## src/rtl/spi_flash_fetch.sv

```systemverilog
// SPI NOR instruction-fetch master: issues READ (0x03) per program-counter word
// and returns one 16-bit instruction with a single-cycle clk_valid strobe.
module spi_flash_fetch #(
    parameter int          ADDR_WIDTH = 12,
    parameter logic [7:0]  READ_CMD   = 8'h03,
    parameter int          CS_GAP     = 2
) (
    input  logic                  clk,
    input  logic                  arst,
    input  logic                  en,
    input  logic [ADDR_WIDTH-1:0] pc_in,
    output logic [15:0]           flash_data,
    output logic                  clk_valid,
    output logic                  busy,
    output logic                  spi_cs_n,
    output logic                  spi_sck,
    output logic                  spi_mosi,
    input  logic                  spi_miso
);

    localparam int GAP_W = (CS_GAP > 1) ? $clog2(CS_GAP) : 1;

    typedef enum logic [2:0] {
        ST_IDLE  = 3'd0,
        ST_START = 3'd1,
        ST_SHIFT = 3'd2,
        ST_DONE  = 3'd3,
        ST_GAP   = 3'd4
    } state_t;

    state_t             state_r;
    logic [31:0]        shift_r;
    logic [14:0]        rx_r;
    logic [5:0]         bit_cnt_r;
    logic               phase_r;
    logic [GAP_W-1:0]   gap_cnt_r;
    logic               start_s;
    logic               gap_last_s;
    logic [31:0]        start_frame_s;

    // Word address becomes a byte address (pc * 2) zero-extended to 24 bits.
    function automatic logic [31:0] read_frame(input logic [ADDR_WIDTH-1:0] pc);
        return {READ_CMD, {(24-ADDR_WIDTH-1){1'b0}}, pc, 1'b0};
    endfunction

    // Decide whether this edge launches a new transaction.
    always_comb begin
        start_frame_s = read_frame(pc_in);
        gap_last_s    = (gap_cnt_r == GAP_W'(CS_GAP - 1));
        start_s       = 1'b0;
        case (state_r)
            ST_IDLE: start_s = en;
            ST_GAP:  start_s = en & gap_last_s;
            default: start_s = 1'b0;
        endcase
    end

    // Transaction sequencer with registered SPI and core-side outputs.
    always_ff @(posedge clk or posedge arst) begin
        if (arst) begin
            state_r    <= ST_IDLE;
            shift_r    <= 32'h0000_0000;
            rx_r       <= 15'h0000;
            bit_cnt_r  <= 6'd0;
            phase_r    <= 1'b0;
            gap_cnt_r  <= '0;
            flash_data <= 16'h0000;
            clk_valid  <= 1'b0;
            busy       <= 1'b0;
            spi_cs_n   <= 1'b1;
            spi_sck    <= 1'b0;
            spi_mosi   <= 1'b0;
        end else if (start_s) begin
            state_r   <= ST_START;
            shift_r   <= start_frame_s;
            rx_r      <= 15'h0000;
            bit_cnt_r <= 6'd0;
            phase_r   <= 1'b0;
            gap_cnt_r <= '0;
            clk_valid <= 1'b0;
            busy      <= 1'b1;
            spi_cs_n  <= 1'b0;
            spi_sck   <= 1'b0;
            spi_mosi  <= start_frame_s[31];
        end else begin
            case (state_r)
                ST_IDLE: begin
                    clk_valid <= 1'b0;
                    busy      <= 1'b0;
                    spi_cs_n  <= 1'b1;
                    spi_sck   <= 1'b0;
                end
                ST_START: begin
                    state_r  <= ST_SHIFT;
                    phase_r  <= 1'b0;
                    spi_mosi <= shift_r[31];
                end
                ST_SHIFT: begin
                    if (!phase_r) begin
                        phase_r <= 1'b1;
                        spi_sck <= 1'b1;
                    end else begin
                        phase_r   <= 1'b0;
                        spi_sck   <= 1'b0;
                        rx_r      <= {rx_r[13:0], spi_miso};
                        shift_r   <= {shift_r[30:0], 1'b0};
                        bit_cnt_r <= bit_cnt_r + 6'd1;
                        if (bit_cnt_r == 6'd47) begin
                            state_r    <= ST_DONE;
                            flash_data <= {rx_r, spi_miso};
                            clk_valid  <= 1'b1;
                            spi_cs_n   <= 1'b1;
                            spi_mosi   <= 1'b0;
                        end else begin
                            // Command/address bits precede the 16 data bits, which go out as 0.
                            spi_mosi <= (bit_cnt_r < 6'd31) ? shift_r[30] : 1'b0;
                        end
                    end
                end
                ST_DONE: begin
                    state_r   <= ST_GAP;
                    clk_valid <= 1'b0;
                    busy      <= 1'b0;
                    gap_cnt_r <= '0;
                end
                ST_GAP: begin
                    if (gap_last_s) begin
                        state_r <= ST_IDLE;
                    end else begin
                        gap_cnt_r <= gap_cnt_r + GAP_W'(1);
                    end
                end
                default: begin
                    state_r   <= ST_IDLE;
                    clk_valid <= 1'b0;
                    busy      <= 1'b0;
                    spi_cs_n  <= 1'b1;
                    spi_sck   <= 1'b0;
                    spi_mosi  <= 1'b0;
                end
            endcase
        end
    end

endmodule

```

## config.mk

```make
export PLATFORM = sky130hd
export DESIGN_NAME = spi_flash_fetch
export DESIGN_NICKNAME = d
export VERILOG_FILES = /design/src/rtl/spi_flash_fetch.sv
export SDC_FILE = /design/constraint.sdc
export NUM_CORES = 1
export LEC_CHECK = 0
export BUFFER_PORTS_ARGS = -buffer_cell sky130_fd_sc_hd__buf_4
export CORE_MARGIN = 1.5
export CORE_UTILIZATION = 40
export DETAILED_ROUTE_END_ITERATION = 10
export PLACE_DENSITY = 0.56
export RECOVER_POWER = 25
export SYNTH_ARGS = -nofsm -noshare
export SYNTH_HDL_FRONTEND = slang
export SYNTH_SLANG_ARGS = --single-unit
```

## constraint.sdc

```tcl
create_clock -name clk -period 5.6 [get_ports clk]
set_clock_uncertainty 0.05 [all_clocks]
set_input_delay 1.4 -clock clk [delete_from_list [all_inputs] [get_ports clk]]
set_output_delay 1.4 -clock clk [all_outputs]
set_load 0.02 [all_outputs]
```

==> impl_metrics.csv, run 1 <==
group,metric,value,unit
setup_path,worstPathArrival,3.52,ns
sta,finalHoldViolCount,0,
sta,fmaxAchievable,297.7,MHz
logic_synthesis,synth_area,3359,um^2
routing,drt-vias-per-instance,5.148,
place,place_congestion,0.7875,
sta,min_period_over_period,0.5999,
power,p_leak,0.001757,uW
routing,firstDrtPassIters,4,
cts,insertion_delay,0.34,ns
power,ir_worst_vdd,0.0001346,V
routing,ant_nets,0,
final_layout,fillCellCount,771,
die,core-area,8175,um^2
logic_synthesis,ys.warnings.count,0,
die,initial_core_util,0.4109,
routing,drc_errors,0,
final_layout,postLayoutCoreUtil,0.4743,
sta,rsz0062_at_grt,"no",
logic_synthesis,syn_area_per_cell,11.05,um^2
flow_run,drv_cap,1,
global_route,overflow,0,
final_layout,nets,352,
cts,cts_buffers,9,
logic_synthesis,synth_edf_count,0,
final_layout,final_common_cell,"dfrtp_1",
min_path,hold_class,"flip-flop to flip-flop",
routing,vias,2291,
logic_synthesis,synth-main-ff-cell,"dfrtp_1",
cts,postCtsResizedCells,0,
global_route,track_usage,0.1534,
power,power-per-cell-area,274.3,nW/um^2
sta,whs,0.4590,ns
cts,cts_root_buf,"clkbuf_8",
cts,path_clk_slew,0.08,ns
setup_path,critPathLaunchType,"flip-flop",
cts,clkSinkCount,78,
logic_synthesis,synth-seq-area-share,0.5814,
die,fp.dieW,94.65,um
cts,clockBufferDepth,2,
routing,drt-initial-drc-count,167,
run_status,violations,"capacitance limit, slew limit",
sta,slew_viol_final,49,
place,port_buffers,36,
cts,htreeDepth,3,
final_layout,area_growth_syn_to_layout,15.42,%
setup_path,crit_fanout,48,
die,die-area,8958,um^2
cts,cts_tree,"done",
logic_synthesis,synth_nets,321,
cts,holdBufCountCts,0,
power,total_power,1064,uW
final_layout,num_antenna_cells,0,
global_route,antenna_found_initial,0,
run_status,status,"complete, but fails checks",
sta,period_needed,3.359,ns
logic_synthesis,ys_ff_latch,78,
setup_path,path_class,"flip-flop to flip-flop",
final_layout,final_cell_mix,"dfrtp_1 (77), nand2_1 (58), a21oi_1 (42)",
global_route,grt_max_degree,49,
die,die_y,94.65,um
sta,tightest_slew,2.365,ns
global_route,grt_pass1_vias,2244,
cts,post-cts-setup-buffer-count,0,
sta,setup_tns,0,ns
setup_path,cp.required,5.76,ns
final_layout,layout-drive-gt1-share,0.2235,
logic_synthesis,async_flop_share,1.000,
place,hpwl,3756,um
die,row_count,33,
routing,routedWlPerCell,13.71,um
logic_synthesis,syn_inst,304,
die,ios,37,
global_route,grt_pass1_wl,10540,um
setup_path,cp-end-kind,"flip-flop",
logic_synthesis,synth.distinct_cells,44,
routing,drt_wl_total,6103,um
sta,setup_viol,0,
sta,slew_headroom,-0.5765,
-- critical path: stages, from the launching register on --
cell,delay (ns)
dfrtp_1,0.56
and4bb_2,0.36
clkbuf_1,1.68
nand4_1,0.26
nand3_1,0.20
o21ai_0,0.11
-- power by group --
part / total (uW) / switching (uW) / leakage [uW] / internal, uW
registers: 573 / 4.30 / 0.000980 / 568
logic: 24.9 / 14.7 / 0.000675 / 10.2
clock network: 466 / 203 / 0.000102 / 263
-- cell type report --
class	instances	area, um^2	area share
Sequential cell	78	1953	0.5037
Multi-Input combinational cell	202	1269	0.3272
Timing Repair Buffer	38	277.8	0.07164
Clock buffer	11	141.4	0.03646
Tap cell	105	131.4	0.03388
Clock inverter	5	82.58	0.02130
Inverter	6	22.52	0.005808
-- registers in the layout (all words and copies together) (netlist names), 3 cells and up --
name and count:
state_r 3, rx_r 15, bit_cnt_r 6, flash_data 16, shift_r 31
-- routing by layer --
layer  wire length, um  part of all wire  vias up  GRT usage
met5                 0                 0        -          0
li1                  -                 -     1108          -
met2              2801              0.46       50     0.2304
met3               250             0.041       10    0.03704
met1              2947              0.48     1123     0.2050
met4               104             0.017        0    0.08085
-- synth_stat cells, drive strengths merged, types with 2 or more instances --
library cell,instances,share of area
nand3,5,0.0089
nor2b,3,0.0056
clkbuf,3,0.0034
nand2b,2,0.0037
nand2,58,0.065
a22o,10,0.026
dfrtp,77,0.57
mux2,17,0.068
nand4,2,0.0037
nor2,19,0.023
o21ai,9,0.013
buf,15,0.031
a21oi,42,0.063
o22ai,3,0.0056
inv,6,0.0067
xnor2,2,0.0052
nor3,2,0.0045
mux2i,10,0.030
-- cells by family (layout without fill, tap and decap cells) --
logic type      after synthesis  in the layout  share of synthesized area
buf+inv                      24             60                    0.04097
fa+ha+maj                     1              1                   0.003724
xor+xnor                      3              3                   0.007823
mux                          27             27                    0.09795
simple gates                 99             99                     0.1367
compound gates               72             72                     0.1315
flops                        78             78                     0.5814
-- metrics by stage --
step                      area (um^2)  worst slack [ns]  instances
after floorplan                  3359             2.157        304
after global placement           3661             2.587        429
after detailed placement         3661             2.473        429
after CTS                        3885             2.836        445
after global routing             3877             1.869        445
final                            3877             2.241        445
-- final timing paths --
| kind | from | end | slack (ns) | cells past startpoint |
|---|---|---|---|---|
| worst max register to register | state_r[0] | bit_cnt_r[5] | 2.24 | 5 |
| max in group asynchronous | arst | shift_r[22] | 2.84 | 3 |
| min in group asynchronous | arst | flash_data[15] | 1.42 | 2 |
| worst min-delay path | shift_r[29] | shift_r[29] | 0.46 | 1 |
| worst max-delay path | state_r[0] | bit_cnt_r[5] | 2.24 | 5 |
| worst min register to register | shift_r[29] | shift_r[29] | 0.46 | 1 |
Note: power is estimated with default switching activity, not from simulation.
==> run 2, diff against run 1 <==
ABC_AREA = 1   (was unset)
clock period = 3.25 ns   (was 5.6 ns; I/O delays follow)
==> impl_metrics.csv, run 2 <==
group,metric,value,unit
cts,cts_tree,"done",
die,initial_core_util,0.4179,
run_status,violations,"capacitance limit, slew limit",
final_layout,layout-drive-gt1-share,0.1592,
logic_synthesis,yosys.area_share.adder,0.003834,
die,core-area,7807,um^2
flow_run,drv_cap,1,
sta,slew_headroom,-0.2694,
routing,drt-vias-per-instance,4.734,
place,placedInstanceArea,3607,um^2
logic_synthesis,synth_top_family_by_area,"simple AND/OR/NAND/NOR gates",
sta,whs,0.4168,ns
setup_path,critPathLaunchType,"input pin",
power,power-per-cell-area,736.3,nW/um^2
final_layout,final_common_cell,"nand2_1",
logic_synthesis,synth_top_area_cell,"dfrtp_1",
global_route,antenna_found_initial,0,
setup_path,worstSetupStartpoint,"arst",
sta,min_period_over_period,0.7181,
setup_path,rrSetupSlack,1.26,ns
setup_path,crit_slowest_cell,"clkbuf_2",
sta,setup_tns,0,ns
place,dpl_worst_slack,1.252,ns
setup_path,crit_fanout,78,
logic_synthesis,synth_top_area_share,0.5905,
die,ios,37,
routing,ant_nets,0,
setup_path,worstReg2RegEnd,"flash_data[14]",
die,fp.dieW,93.32,um
cts,insertion_delay,0.33,ns
cts,cts_root_buf,"clkbuf_8",
run_status,status,"complete, but fails checks",
setup_path,worst_r2r_path_depth,6,
final_layout,largest_register_ffs,31,
logic_synthesis,synth-seq-area-share,0.5985,
final_layout,multi_input_area,1057,um^2
cts,holdBufCountCts,0,
routing,vias,2386,
place,hpwl,3820,um
final_layout,design_area,3812,um^2
routing,firstDrtPassIters,4,
place,place_congestion,0.7528,
cts,post-cts-setup-buffer-count,0,
logic_synthesis,syn_inst,362,
logic_synthesis,syn_area_per_cell,9.014,um^2
setup_path,crit_end,"flash_data[2]",
logic_synthesis,yosys-top-cells-area,"dfrtp_1 (59%), nand2_1 (15%), o22ai_1 (5.0%), inv_1 (4.7%), o21ai_1 (2.8%)",
sta,finalWorstSetupSlack,0.9161,ns
cts,clockBufferDepth,2,
logic_synthesis,synthSimpleGateAreaFrac,0.2105,
logic_synthesis,async_flop_share,1.000,
global_route,grt_max_degree,79,
sta,period_needed,2.334,ns
final_layout,seq_area,1953,um^2
logic_synthesis,synth-main-ff-cell,"dfrtp_1",
setup_path,crit_chain,"clkbuf_4, inv_1, clkbuf_2",
power,p_leak,0.001923,uW
place,port_buffers,36,
logic_synthesis,synth_common_cells,"nand2_1 (130), dfrtp_1 (77), inv_1 (41)",
routing,routedWlPerCell,11.83,um
routing,drt_wl_total,5962,um
logic_synthesis,yosys.area_share.xor_xnor,0.008052,
setup_path,cpPeakStageDelay,1.33,ns
cts,clkSinkCount,78,
min_path,hold_class,"flip-flop to flip-flop",
sta,finalHoldViolCount,0,
cts,path_clk_slew,0.07,ns
setup_path,cp-end-kind,"async pin",
sta,tightest_slew,1.904,ns
final_layout,fillCellCount,791,
global_route,grt_pass1_wl,10310,um
global_route,overflow,0,
sta,setup_viol,0,
logic_synthesis,synth_area,3263,um^2
global_route,grt_pass1_vias,2187,
setup_path,cp_num_buf_inv,3,
die,die_y,93.32,um
cts,cts_buffers,9,
setup_path,worstPathArrival,2.36,ns
die,die-area,8709,um^2
final_layout,nets,414,
setup_path,r2r-start,"bit_cnt_r[0]",
final_layout,final_cell_mix,"nand2_1 (130), dfrtp_1 (77), inv_1 (41)",
final_layout,largestRegisters,"shift_r: 31 flops, flash_data: 16 flops, rx_r: 15 flops",
cts,htreeDepth,3,
logic_synthesis,synth_compound_area_frac,0.1016,
logic_synthesis,ys.warnings.count,0,
cts,postCtsResizedCells,0,
global_route,track_usage,0.1520,
logic_synthesis,synth.distinct_cells,29,
setup_path,cp.required,3.28,ns
logic_synthesis,ys_ff_latch,78,
die,row_count,32,
setup_path,path_class,"input pin to async pin",
final_layout,regMostFlops,"shift_r",
routing,drt-initial-drc-count,79,
logic_synthesis,synthMuxAreaShare,0,
logic_synthesis,yosysMostFrequentCell,"nand2_1",
routing,drc_errors,0,
logic_synthesis,synth_edf_count,0,
setup_path,crit_family,"buffers and inverters",
power,ir_worst_vdd,0.0003523,V
sta,fmaxAchievable,428.5,MHz
sta,rsz0062_at_grt,"no",
sta,slew_viol_final,79,
logic_synthesis,synth_nets,379,
setup_path,path_depth,3,
final_layout,num_antenna_cells,0,
final_layout,area_growth_syn_to_layout,16.83,%
[run 2: cell count changes after synthesis, moves of 11 or more]
| cell | previous run | this run |
|---|---|---|
| a21oi_1 | 42 | 2 |
| nand2_1 | 58 | 130 |
| o22ai_1 | 3 | 26 |
| o21ai_1 | 0 | 18 |
| inv_1 | 6 | 41 |
| nor2_1 | 18 | 7 |
| nand3_1 | 4 | 17 |
[run 2: report_power, final]
group	total [uW]	internal [uW]	switching, uW
registers	1220	1130	91.4
logic	812	251	561
clock network	777	440	338
total	2810	1820	990
[run 2: how the worst min path moves through the flow]
| stage | depth (start not counted) | end | from | slack, ns |
|---|---|---|---|---|
| floorplan | 2 | shift_r[1] | shift_r[1] | 0.39 |
| global placement | 2 | spi_cs_n | spi_cs_n | 0.40 |
| global route | 2 | spi_cs_n | spi_cs_n | 0.45 |
| finish | 2 | spi_cs_n | spi_cs_n | 0.42 |
| CTS | 2 | spi_cs_n | spi_cs_n | 0.42 |
| detailed placement | 2 | spi_cs_n | spi_cs_n | 0.41 |
[run 2: per-stage QoR]
step | std cells | power, uW | utilization
floorplan | 362 | 1902 | -
global placement | 488 | 2050 | 0.4620
detailed placement | 488 | 2069 | 0.4620
CTS | 504 | 2857 | 0.4902
global route | 504 | 3029 | 0.4883
finish | 504 | 2807 | 0.4883
[run 2: cell families (layout without fill, tap and decap cells)]
kind of cell               after synthesis  after routing
AOI/OAI and AO/OA                       58             58
xor gates and xnor gates                 3              3
adders and majority gates                1              1
buffers and inverters                   59             99
DFF                                     78             78
and+or+nand+nor                        163            163
[run 2: final cells by class]
| class | instances | share of cell area |
|---|---|---|
| sequential | 78 | 0.5123 |
| timing repair buffer | 38 | 0.07417 |
| clock inverter | 2 | 0.009846 |
| inverter | 45 | 0.04496 |
| multi-input combinational | 225 | 0.2773 |
| clock buffer | 14 | 0.04792 |
| tap | 102 | 0.03348 |
[run 2: worst register-to-register path, delay by kind of cell (launching register included)]
| family | cells | cell delay [ns] |
|---|---|---|
| AOI/OAI and AO/OA | 1 | 0.09 |
| adders and majority gates | 1 | 0.22 |
| DFF | 1 | 0.42 |
| and+or+nand+nor | 4 | 1.07 |
[run 2: metal layers]
metal	vias to the layer above	wire, um	share of wire	GRT usage
met5	-	0	0	0
met4	0	104	0.017	0.07197
met3	9	193	0.032	0.02764
met1	1111	2984	0.50	0.2135
met2	35	2680	0.45	0.2271
li1	1231	-	-	-
